$ cat src/rtl/tile_renderer.sv
// Per-tile draw sequencer: clears one board cell to its background colour, then runs
// the shared number drawer over it and forwards the drawer's pixel stream to the VGA adapter.
module tile_renderer #(
  parameter int unsigned TILE_PITCH   = 30,
  parameter int unsigned GRID_X0      = 20,
  parameter int unsigned GRID_Y0      = 0,
  parameter int unsigned DIGIT_CYCLES = 131,
  parameter logic [2:0]  BG_COLOUR    = 3'b111,
  parameter logic [2:0]  FG_COLOUR    = 3'b000,
  parameter logic [2:0]  BLANK_COLOUR = 3'b000
) (
  input  logic       clk,
  input  logic       resetn,
  input  logic       start,
  input  logic [3:0] tile_pos,
  input  logic [3:0] tile_value,
  output logic       busy,
  output logic       done,
  output logic [7:0] num_x_base,
  output logic [6:0] num_y_base,
  output logic [3:0] num_sel,
  output logic       num_en,
  output logic       num_rstn,
  input  logic [7:0] num_x,
  input  logic [6:0] num_y,
  output logic [7:0] vga_x,
  output logic [6:0] vga_y,
  output logic [2:0] vga_colour,
  output logic       vga_plot
);

  localparam int unsigned PixW = $clog2(TILE_PITCH);
  localparam int unsigned CntW = $clog2(DIGIT_CYCLES);

  typedef enum logic [1:0] {StIdle, StClear, StDigits, StDone} state_e;

  state_e            state_q;
  logic [PixW-1:0]   cx_q, cy_q;
  logic [CntW-1:0]   dcnt_q;
  logic [7:0]        base_x_q, base_x_d;
  logic [6:0]        base_y_q, base_y_d;
  logic [3:0]        value_q;

  always_comb begin
    base_x_d = 8'(GRID_X0 + {30'd0, tile_pos[1:0]} * TILE_PITCH);
    base_y_d = 7'(GRID_Y0 + {30'd0, tile_pos[3:2]} * TILE_PITCH);
  end

  always_ff @(posedge clk) begin
    if (!resetn) begin
      state_q  <= StIdle;
      cx_q     <= '0;
      cy_q     <= '0;
      dcnt_q   <= '0;
      base_x_q <= '0;
      base_y_q <= '0;
      value_q  <= '0;
    end else begin
      unique case (state_q)
        StIdle: begin
          if (start) begin
            base_x_q <= base_x_d;
            base_y_q <= base_y_d;
            value_q  <= tile_value;
            cx_q     <= '0;
            cy_q     <= '0;
            dcnt_q   <= '0;
            state_q  <= StClear;
          end
        end
        StClear: begin
          if (cx_q == PixW'(TILE_PITCH - 1)) begin
            cx_q <= '0;
            if (cy_q == PixW'(TILE_PITCH - 1)) begin
              cy_q    <= '0;
              state_q <= (value_q != 4'd0) ? StDigits : StDone;
            end else begin
              cy_q <= cy_q + 1'b1;
            end
          end else begin
            cx_q <= cx_q + 1'b1;
          end
        end
        StDigits: begin
          if (dcnt_q == CntW'(DIGIT_CYCLES - 1)) begin
            dcnt_q  <= '0;
            state_q <= StDone;
          end else begin
            dcnt_q <= dcnt_q + 1'b1;
          end
        end
        StDone:  state_q <= StIdle;
        default: state_q <= StIdle;
      endcase
    end
  end

  assign busy       = (state_q != StIdle);
  assign done       = (state_q == StDone);
  assign num_x_base = base_x_q;
  assign num_y_base = base_y_q;
  assign num_sel    = value_q;

  // Drawer is held in reset outside DIGITS so each pass starts at its counter 0.
  always_comb begin
    num_en     = 1'b0;
    num_rstn   = 1'b0;
    vga_x      = '0;
    vga_y      = '0;
    vga_colour = '0;
    vga_plot   = 1'b0;
    case (state_q)
      StClear: begin
        vga_x      = base_x_q + 8'(cx_q);
        vga_y      = base_y_q + 7'(cy_q);
        vga_colour = (value_q == 4'd0) ? BLANK_COLOUR : BG_COLOUR;
        vga_plot   = 1'b1;
      end
      StDigits: begin
        num_en     = 1'b1;
        num_rstn   = 1'b1;
        vga_x      = num_x;
        vga_y      = num_y;
        vga_colour = FG_COLOUR;
        vga_plot   = 1'b1;
      end
      default: ;
    endcase
  end

endmodule

$ cat config.mk
export PLATFORM = sky130hd
export DESIGN_NAME = tile_renderer
export DESIGN_NICKNAME = d
export VERILOG_FILES = /design/src/rtl/tile_renderer.sv
export SDC_FILE = /design/constraint.sdc
export NUM_CORES = 1
export LEC_CHECK = 0
export BUFFER_PORTS_ARGS = -buffer_cell sky130_fd_sc_hd__buf_2
export CORE_ASPECT_RATIO = 0.8
export CORE_MARGIN = 2
export CORE_UTILIZATION = 48
export DETAILED_ROUTE_END_ITERATION = 6
export PLACE_DENSITY = 0.77
export SETUP_SLACK_MARGIN = 0.15
export SLEW_MARGIN = 25
export SYNTH_ARGS = -nofsm -noshare
export SYNTH_HDL_FRONTEND = slang
export SYNTH_SLANG_ARGS = --single-unit
$ cat constraint.sdc
create_clock -name clk -period 1.8 [get_ports clk]
set_clock_uncertainty 0.1 [all_clocks]
set_input_delay 0.36 -clock clk [delete_from_list [all_inputs] [get_ports clk]]
set_output_delay 0.36 -clock clk [all_outputs]
set_load 0.01 [all_outputs]
==> flow_summary.yaml <==
status:
  result_of_the_run: "complete, but fails checks"
  failed_checks: "negative setup slack"
job:
  max_cap_viol_count: 0
sta:
  finalCritPeriodShare_pct: 131.9
  max_slew.worst_pin.slew_ns: 0.5129
  setup_repair_after_global_routing_missed_its_margin: "yes"
  setup_total_negative_slack_ns: -8.589
  holdWs_ns: 0.2146
  finalHoldViolations: 0
  slew_viol_final: 0
  report.final.setup_viol: 40
  final.setup.worst_slack_ns: -0.5748
  slew-limit-headroom_pct: 65.49
  top_achievable_clock_speed_ghz: 0.4211
  final.min_clock_period_ns: 2.375
logic_synthesis:
  netlist_instances: 298
  yosys_warnings: 0
  synthesis.area_um2: 2507
  synth-seq-cells: 36
  synth-edff-count: 0
  synth_cell_types: 47
  ys_async_sr_fraction_pct: 0
  dominantRegCellSynth: "sky130_fd_sc_hd__dfxtp_1"
  portion_of_the_post_synthesis_area_used_by_sequential_elements_pct: 28.74
  syn_area_per_cell_um2: 8.414
cells_and_area:
  fill_cells: 278
  commonest_cells_after_routing_fill_and_taps_aside: "sky130_fd_sc_hd__buf_2 (51), sky130_fd_sc_hd__buf_4 (49), sky130_fd_sc_hd__nand2_1 (42)"
  layout.nets: 482
  layout_commonest_cell: "sky130_fd_sc_hd__buf_2"
  design_area_um2: 4103
  post_route_cells_drive_above_1_share_pct: 53.04
  area_growth_syn_to_layout_pct: 63.62
  diode_count: 0
  finalNonFillerCells: 490
worst_setup_path:
  critPathSlowestCell: "sky130_fd_sc_hd__dfxtp_4"
  worstPathRequired_ns: 1.34
  family_with_the_most_delay_on_the_worst_path: "compound AO/OA/AOI/OAI gates"
  crit_arrival_ns: 1.91
  maximum_single_stage_delay_on_the_critical_path_ns: 0.36
  crit_path_cell_trace: "ha_4 > inv_2 > fa_2 > nor2b_2 > o21a_2 > o21a_1 > o31ai_4 > buf_2"
  critical_path.endpoint_type: "output port"
  setup.worst_path.start: "num_x_base[1]"
  crit_path_buf_inv_count: 2
  reg_to_reg_critical_path_startpoint: "dcnt_q[0]"
  worst_path_class_setup: "reg2out"
  crit_fanout: 4
  crit_path_start_kind: "register"
power_and_ir_drop:
  total_power_mw: 5.234
  leakage_nw: 1.860
  power.ir.vdd_worst_mv: 1.051
  power_per_cell_area_nw_per_um2: 1276
worst_hold_path:
  timing.hold.worst.class: "in2reg"
  timing.hold.worst.start: "tile_value[2]"
global_route:
  grt_overflow: 0
  first_global_vias: 2554
  global_route_wire_length_before_repair_um: 12130
  initial_antenna_violation_count: 0
  grt_start_max_net_pins: 22
  grt_total_usage_pct: 26.75
place:
  place.gp.congestion: 0.8369
  placed_cells: 462
  buffer_ports.inserted: 65
  post_dp_cell_area_um2: 3460
  place_hpwl_um: 5254
route:
  wirelength_um: 8667
  vias_per_cell: 5.631
  final_antenna_net_count: 0
  drtIter0Drc: 151
  routed-via-count: 2759
  wl_per_cell_um: 17.69
  detail_route.first_pass.iterations: 5
  drc_errors: 0
clocking:
  cts_root_buf: "sky130_fd_sc_hd__clkbuf_8"
  clk_pin_slew_ns: 0.07
  hold_buffers: 0
  cts_max_level: 2
  tritoncts: "built"
  cts_inserted_buffers: 5
  clock_sinks: 36
  clockBufferDepth: 2
  clk_latency_ns: 0.29
floorplanning:
  initial_utilization_pct: 49.79
  io_pins: 68
  die_x_um: 84.81
  core_box_area_um2: 5036
  fp.dieH_um: 68.65
  rows: 23
  floorplan.die_area_um2: 5821
## cell usage after synthesis, types with 5 or more instances
cell / count / share of area (%)
sky130_fd_sc_hd__nand4_1: 7 / 1.7
sky130_fd_sc_hd__nor2b_1: 8 / 2.0
sky130_fd_sc_hd__xnor2_1: 6 / 2.1
sky130_fd_sc_hd__a21boi_0: 14 / 4.2
sky130_fd_sc_hd__inv_1: 19 / 2.8
sky130_fd_sc_hd__and2_1: 5 / 1.2
sky130_fd_sc_hd__nand2_1: 43 / 6.4
sky130_fd_sc_hd__clkbuf_1: 9 / 1.3
sky130_fd_sc_hd__a22oi_1: 6 / 1.8
sky130_fd_sc_hd__o211a_1: 7 / 2.8
sky130_fd_sc_hd__o21a_1: 7 / 2.1
sky130_fd_sc_hd__ha_1: 27 / 13
sky130_fd_sc_hd__xor2_1: 8 / 2.8
sky130_fd_sc_hd__buf_4: 6 / 1.8
sky130_fd_sc_hd__nor3_1: 5 / 1.0
sky130_fd_sc_hd__nor2_1: 17 / 2.5
sky130_fd_sc_hd__dfxtp_1: 36 / 29
sky130_fd_sc_hd__nand3_1: 8 / 1.6
sky130_fd_sc_hd__o21ai_0: 8 / 1.6
## power breakdown
group / internal, mW / switching (mW) / total [mW]
Clock: 0.350 / 0.295 / 0.645
Combinational: 1.84 / 1.66 / 3.49
Sequential: 0.954 / 0.142 / 1.10
## what timing repair did
action,CTS,global route
gates resized for setup,56,28
buffers inserted,16,4
hold endpoints to repair,0,0
setup endpoints to repair,41,42
gates cloned,0,0
pin swaps,27,12
## per-layer routing
layer / global-route usage, % / part of all wire [%] / vias up / routed length [um]
met4: 9.524 / 2.1 / 0 / 182
met1: 34.61 / 43 / 1306 / 3739
met3: 4.762 / 7.2 / 20 / 622
li1: - / - / 1299 / -
met2: 45.67 / 48 / 134 / 4122
met5: 0 / 0 / - / 0
## per-stage QoR
| stage | util [%] | setup WS, ns |
|---|---|---|
| floorplan | - | -0.08551 |
| global placement | 68.70 | -0.2361 |
| detailed placement | 68.70 | -0.2728 |
| CTS | 77.99 | -0.5813 |
| global route | 81.47 | -0.6270 |
| finish | 81.47 | -0.5748 |
## cell families (layout without fill, tap and decap cells)
group,count (synthesis),after routing,share of synthesized area [%]
muxes,6,6,2.495
DFF,36,36,28.74
xor gates and xnor gates,14,14,4.890
adders and majority gates,29,29,15.07
AOI/OAI and AO/OA,64,64,19.66
and+or+nand+nor,111,111,22.50
buffers and inverters,37,166,6.487
other,1,2,0.1496
## tightest hold or removal path, cell delays in order
cell and delay [ns]:
sky130_fd_sc_hd__buf_2 0.09, sky130_fd_sc_hd__nand2_1 0.05, sky130_fd_sc_hd__a21boi_0 0.06
## flip-flops by register name, indices dropped and copies added, names as in the netlist
signal	cells
dcnt_q	8
num_sel	4
num_x_base	7
state_q	2
cy_q	5
num_y_base	5
cx_q	5
## path summary, 6_finish.rpt
kind / endpoint / slack, ns / depth (start not counted)
setup / recovery: vga_x[5] / -0.57 / 8
hold / removal: num_sel[2] / 0.21 / 3
setup reg to reg: state_q[0] / -0.20 / 6
hold reg to reg: num_sel[3] / 0.40 / 2
## cell type report
type,count,area (um2),area share [%]
Multi-Input combinational cell,226,2033,49.56
Clock buffer,8,100.1,2.440
Timing Repair Buffer,139,1066,25.98
Tap cell,62,77.57,1.891
Inverter,19,76.32,1.860
Sequential cell,36,749.5,18.27
(Power assumes the default switching activity.)
